==> src/rtl/cache_arb_pkg.sv <==
// Shared types and constants for the I/D cache to main-memory line arbiter.
package cache_arb_pkg;

  localparam int ADDR_W = 32;
  localparam int LINE_W = 256;

  typedef enum logic [1:0] {
    IDLE    = 2'd0,
    SERVE_I = 2'd1,
    SERVE_D = 2'd2
  } arb_state_e;

  localparam logic [1:0] GRANT_NONE = 2'b00;
  localparam logic [1:0] GRANT_I    = 2'b01;
  localparam logic [1:0] GRANT_D    = 2'b10;

endpackage

==> src/rtl/cache_mem_arbiter_starve_ctr.sv <==
// Saturating count of arbitrations the I-cache has lost to the D-cache.
module arb_starve_ctr #(
  parameter int CNT_W = 3,
  parameter int LIMIT = 4
) (
  input  logic             clk,
  input  logic             rst_n,
  input  logic             clr_i,
  input  logic             inc_i,
  output logic             sat_o,
  output logic [CNT_W-1:0] cnt_o
);

  localparam logic [CNT_W-1:0] LIMIT_C = CNT_W'(LIMIT);

  logic [CNT_W-1:0] cnt_q, cnt_d;

  always_comb begin
    cnt_d = cnt_q;
    if (clr_i)
      cnt_d = '0;
    else if (inc_i && (cnt_q < LIMIT_C))
      cnt_d = cnt_q + 1'b1;
  end

  always_ff @(posedge clk or negedge rst_n) begin
    if (!rst_n) cnt_q <= '0;
    else        cnt_q <= cnt_d;
  end

  assign sat_o = (cnt_q >= LIMIT_C);
  assign cnt_o = cnt_q;

endmodule

==> src/rtl/cache_mem_arbiter.sv <==
// Shares one line-wide memory port between I- and D-cache, one transaction at a time.
// state   | meaning
// IDLE    | memory port quiet, arbitrate pending requests
// SERVE_I | I-cache owns the memory port until pmem_resp
// SERVE_D | D-cache owns the memory port until pmem_resp
module cache_mem_arbiter
  import cache_arb_pkg::*;
#(
  parameter int ADDR_W       = cache_arb_pkg::ADDR_W,
  parameter int LINE_W       = cache_arb_pkg::LINE_W,
  parameter int STARVE_LIMIT = 4,
  parameter int CNT_W        = 3
) (
  input  logic              clk,
  input  logic              rst_n,
  input  logic              i_read,
  input  logic              i_write,
  input  logic [ADDR_W-1:0] i_address,
  input  logic [LINE_W-1:0] i_wdata,
  output logic [LINE_W-1:0] i_rdata,
  output logic              i_resp,
  input  logic              d_read,
  input  logic              d_write,
  input  logic [ADDR_W-1:0] d_address,
  input  logic [LINE_W-1:0] d_wdata,
  output logic [LINE_W-1:0] d_rdata,
  output logic              d_resp,
  output logic              pmem_read,
  output logic              pmem_write,
  output logic [ADDR_W-1:0] pmem_address,
  output logic [LINE_W-1:0] pmem_wdata,
  input  logic [LINE_W-1:0] pmem_rdata,
  input  logic              pmem_resp,
  output logic [1:0]        grant
);

  arb_state_e state_q, state_d;
  logic       i_pend, d_pend;
  logic       starve_inc, starve_clr, starve_sat;
  logic [CNT_W-1:0] i_starve;

  assign i_pend = i_read | i_write;
  assign d_pend = d_read | d_write;

  arb_starve_ctr #(
    .CNT_W (CNT_W),
    .LIMIT (STARVE_LIMIT)
  ) u_starve (
    .clk   (clk),
    .rst_n (rst_n),
    .clr_i (starve_clr),
    .inc_i (starve_inc),
    .sat_o (starve_sat),
    .cnt_o (i_starve)
  );

  always_ff @(posedge clk or negedge rst_n) begin
    if (!rst_n) state_q <= IDLE;
    else        state_q <= state_d;
  end

  always_comb begin
    state_d    = state_q;
    starve_inc = 1'b0;
    starve_clr = 1'b0;
    case (state_q)
      IDLE: begin
        // D wins unless I has already lost STARVE_LIMIT decisions
        if (d_pend && !(i_pend && starve_sat)) begin
          state_d    = SERVE_D;
          starve_inc = i_pend;
        end else if (i_pend) begin
          state_d    = SERVE_I;
          starve_clr = 1'b1;
        end
      end
      SERVE_I: if (pmem_resp) state_d = IDLE;
      SERVE_D: if (pmem_resp) state_d = IDLE;
      default: state_d = IDLE;
    endcase
  end

  // Write takes precedence over an illegal simultaneous read.
  always_comb begin
    grant        = GRANT_NONE;
    pmem_read    = 1'b0;
    pmem_write   = 1'b0;
    pmem_address = '0;
    pmem_wdata   = '0;
    i_resp       = 1'b0;
    d_resp       = 1'b0;
    case (state_q)
      SERVE_I: begin
        grant        = GRANT_I;
        pmem_write   = i_write;
        pmem_read    = i_read & ~i_write;
        pmem_address = i_address;
        pmem_wdata   = i_wdata;
        i_resp       = pmem_resp;
      end
      SERVE_D: begin
        grant        = GRANT_D;
        pmem_write   = d_write;
        pmem_read    = d_read & ~d_write;
        pmem_address = d_address;
        pmem_wdata   = d_wdata;
        d_resp       = pmem_resp;
      end
      default: ;
    endcase
  end

  assign i_rdata = pmem_rdata;
  assign d_rdata = pmem_rdata;

endmodule

==> config.mk <==
export PLATFORM = sky130hd
export DESIGN_NAME = cache_mem_arbiter
export DESIGN_NICKNAME = d
export VERILOG_FILES = /design/src/rtl/cache_arb_pkg.sv /design/src/rtl/cache_mem_arbiter_starve_ctr.sv /design/src/rtl/cache_mem_arbiter.sv
export SDC_FILE = /design/constraint.sdc
export NUM_CORES = 1
export LEC_CHECK = 0
export CORE_AREA = 4 4 648 650
export DETAILED_ROUTE_END_ITERATION = 8
export DIE_AREA = 0 0 652 654
export PLACE_DENSITY = 0.3
export SETUP_SLACK_MARGIN = 0.02
export SLEW_MARGIN = 10
export SYNTH_ARGS = -nofsm -noshare
export SYNTH_HDL_FRONTEND = slang
export SYNTH_SLANG_ARGS = --single-unit
==> constraint.sdc <==
create_clock -name clk -period 2.1 [get_ports clk]
set_clock_uncertainty 0.05 [all_clocks]
set_input_delay 0.42 -clock clk [delete_from_list [all_inputs] [get_ports clk]]
set_output_delay 0.42 -clock clk [all_outputs]
set_load 0.01 [all_outputs]
==> impl_metrics.ini <==
[power_and_ir_drop]
p_total_w = 0.03669
vdd_ir_drop_max_v = 0.0006131
power_density_mw_per_mm2 = 1311
leakage_nw = 8.306

[critical_path]
worstPathCellList = buf_6 > ha_4 > buf_12 > buf_12 > buf_12 > a22oi_2 > nor2b_2 > buf_12
reg2reg_depth = 7
cp_num_buf_inv = 5
crit_path_top_delay_cell = a22oi_2
cp.arrival_ns = 2.24
crit_cells = 8
required_ns = 1.63
endpoint_kind = output pin
critPathLaunchType = flop
path_class = reg2out
critPathMostFrequentCell = buf_12
cp_max_fo = 5
crit_family = buffers and inverters
slowest_delay_ns = 0.58

[floorplanning]
core-area_mm2 = 0.4131
die_area_mm2 = 0.4264
io_pins = 1645
start_util = 0.02089
chipHeight_um = 654
rows = 236
fp.dieW_um = 652

[grt]
antenna_found_initial = 207
grt_pass1_wl_um = 309100
use_met1 = 0.09368
grt.overflow.total = 0
grt_pass1_vias = 12380
grtUsageMet3 = 0.1332
grt_use_total = 0.1258
grt_start_max_net_pins = 37
top_usage_layer = met2
met2_usage = 0.2120

[drt]
viasPerCell = 1.843
ant_nets = 0
drc_errors = 0
first_pass_iters = 5
first_iter_violations = 877
vias = 13430
routed_wl_um = 291100
wl_per_cell_um = 39.94

[hold_path]
hold_class = in2async

[clocking]
clock_path_buffers = 2
clock_latency_ns = 0.23
htreeDepth = 1
cts_made_buffers = 3
clk_pin_slew_ns = 0.04
holdBufCountCts = 0
clock-sinks = 5
clock-root-buffer = clkbuf_16
cts_tree = yes

[timing]
rsz0062_at_grt = true
fin_ws_ns = -0.6125
slew_viol_final = 0
period_needed_ns = 2.712
worst_pin_slew_ns = 0.7501
slew-limit-headroom = 0.4999
finalHoldViolations = 0
setup_viol = 292
fmax_ghz = 0.3687
fin_crit_sh = 1.292

[synth]
synthTopCellsByArea = buf_4 (45%), a22oi_1 (25%), nor2b_1 (21%)
synth_seq_area_share = 0.01450
mappedNetlistArea_mm2 = 0.008630
ys_async_sr_fraction = 1.000
ys_types = 21
synth_top_area_frac = 0.4480
synth.ff_latch_count = 5
ys.flop_type = dfrtp_1
synth_fp_nets = 2066
synth_edf_count = 0
syn_inst = 1221
synthMostInstantiatedCell = buf_4
synth_top_cell_by_area = buf_4
yosysWarnings = 0
synth_area_per_cell_um2 = 7.068
yosys-top-cells-count = buf_4 (515), nor2b_1 (291), a22oi_1 (289)

[placement]
port_buffers = 876
placedCellCount = 7078
dpl_cell_area_mm2 = 0.02325
dp_hpwl_um = 261500
place_worst_setup_slack_ns = -0.9805
gp_congestion = 0.8373

[job]
maxCapViolCount = 0

[layout]
syn_to_final_growth_pct = 224.3
final_util = 0.06775
fin_nets = 2600
instances_no_fill = 7288
fin_area_mm2 = 0.02799
final_layout_size_suffix_gt1_frac = 0.5348

[outcome]
status = complete, but fails checks
violations = setup timing
[per-layer routing]
metal  wire length (um)  vias up
met3              63960      593
met5               1439        -
met4              11790      119
met2             136700     1888
met1              77180     6000
li1                   -     4831
[cells in the final DEF (no fill, tap or decap), drive strengths merged, types with 5 or more instances in the layout]
cell	instances
clkdlybuf4s50	582
buf	486
nor2b	291
a22oi	289
clkbuf	61
diode	60
dlymetal6s2s	11
ha	6
dfrtp	5
[sequential cells by signal, summed over array words and instances, names as in the netlist]
name            flops
u_starve.cnt_o      3
state_q             2
[cell type report]
class                           instances  area, um2
Fill cell                           48190     385100
Timing Repair Buffer                 1137      14780
Tap cell                             5474       6849
Multi-Input combinational cell        606       5997
Antenna cell                           60      150.1
Sequential cell                         5      125.1
Clock buffer                            4      78.83
Inverter                                2      7.507
[worst register-to-register path, cell delays in order (launching register included)]
cell and delay, ns:
dfrtp_1 0.39, inv_2 0.13, ha_4 0.24, buf_12 0.15, buf_12 0.19, nor2b_1 0.19, nand2b_1 0.17, o32ai_1 0.29
[per-stage QoR]
stage	TNS, ns	hold WS (ns)
after floorplan	0	0.07441
final	-106.23	0.3881
after detailed placement	-141.06	0.4620
after global placement	-139.08	0.4455
after CTS	-132.41	0.3979
after global routing	-126.58	0.4077
[repair_timing]
| action | CTS | global route |
|---|---|---|
| gates resized for setup | 293 | 561 |
| gates cloned | 19 | 38 |
| setup buffers | 24 | 92 |
| setup endpoints to repair | 292 | 292 |
| pin swaps | 13 | 29 |
[cells by family after synthesis]
family                   Yosys count  share of synthesized area
flip-flops                         5                    0.01450
AO/OA/AOI/OAI                    297                     0.2578
AND/OR/NAND/NOR                  302                     0.2176
adder cells (fa/ha/maj)            6                   0.008699
buffers and inverters            610                     0.5001
multiplexers                       1                   0.001305
[report_power, final]
group	internal, W	switching, W	total (W)
combinational	0.0179	0.0182	0.0362
clock	0.000252	0.0000702	0.000322
sequential	0.000142	0.0000362	0.000178
total	0.0183	0.0183	0.0367
[path summary, 6_finish.rpt]
path	start	end	slack, ns
worst max-delay path	state_q[1]$_DFFE_PN0P_	pmem_wdata[144]	-0.61
worst min-delay path	rst_n	state_q[1]$_DFFE_PN0P_	0.39
worst max register to register	state_q[1]$_DFFE_PN0P_	state_q[1]$_DFFE_PN0P_	0.17
worst min register to register	u_starve.cnt_o[1]$_DFFE_PN0P_	u_starve.cnt_o[1]$_DFFE_PN0P_	0.47
max in group asynchronous	rst_n	u_starve.cnt_o[0]$_DFFE_PN0P_	1.41
min in group clk	u_starve.cnt_o[1]$_DFFE_PN0P_	u_starve.cnt_o[1]$_DFFE_PN0P_	0.47
No activity file was read; power rests on OpenSTA's default activity.
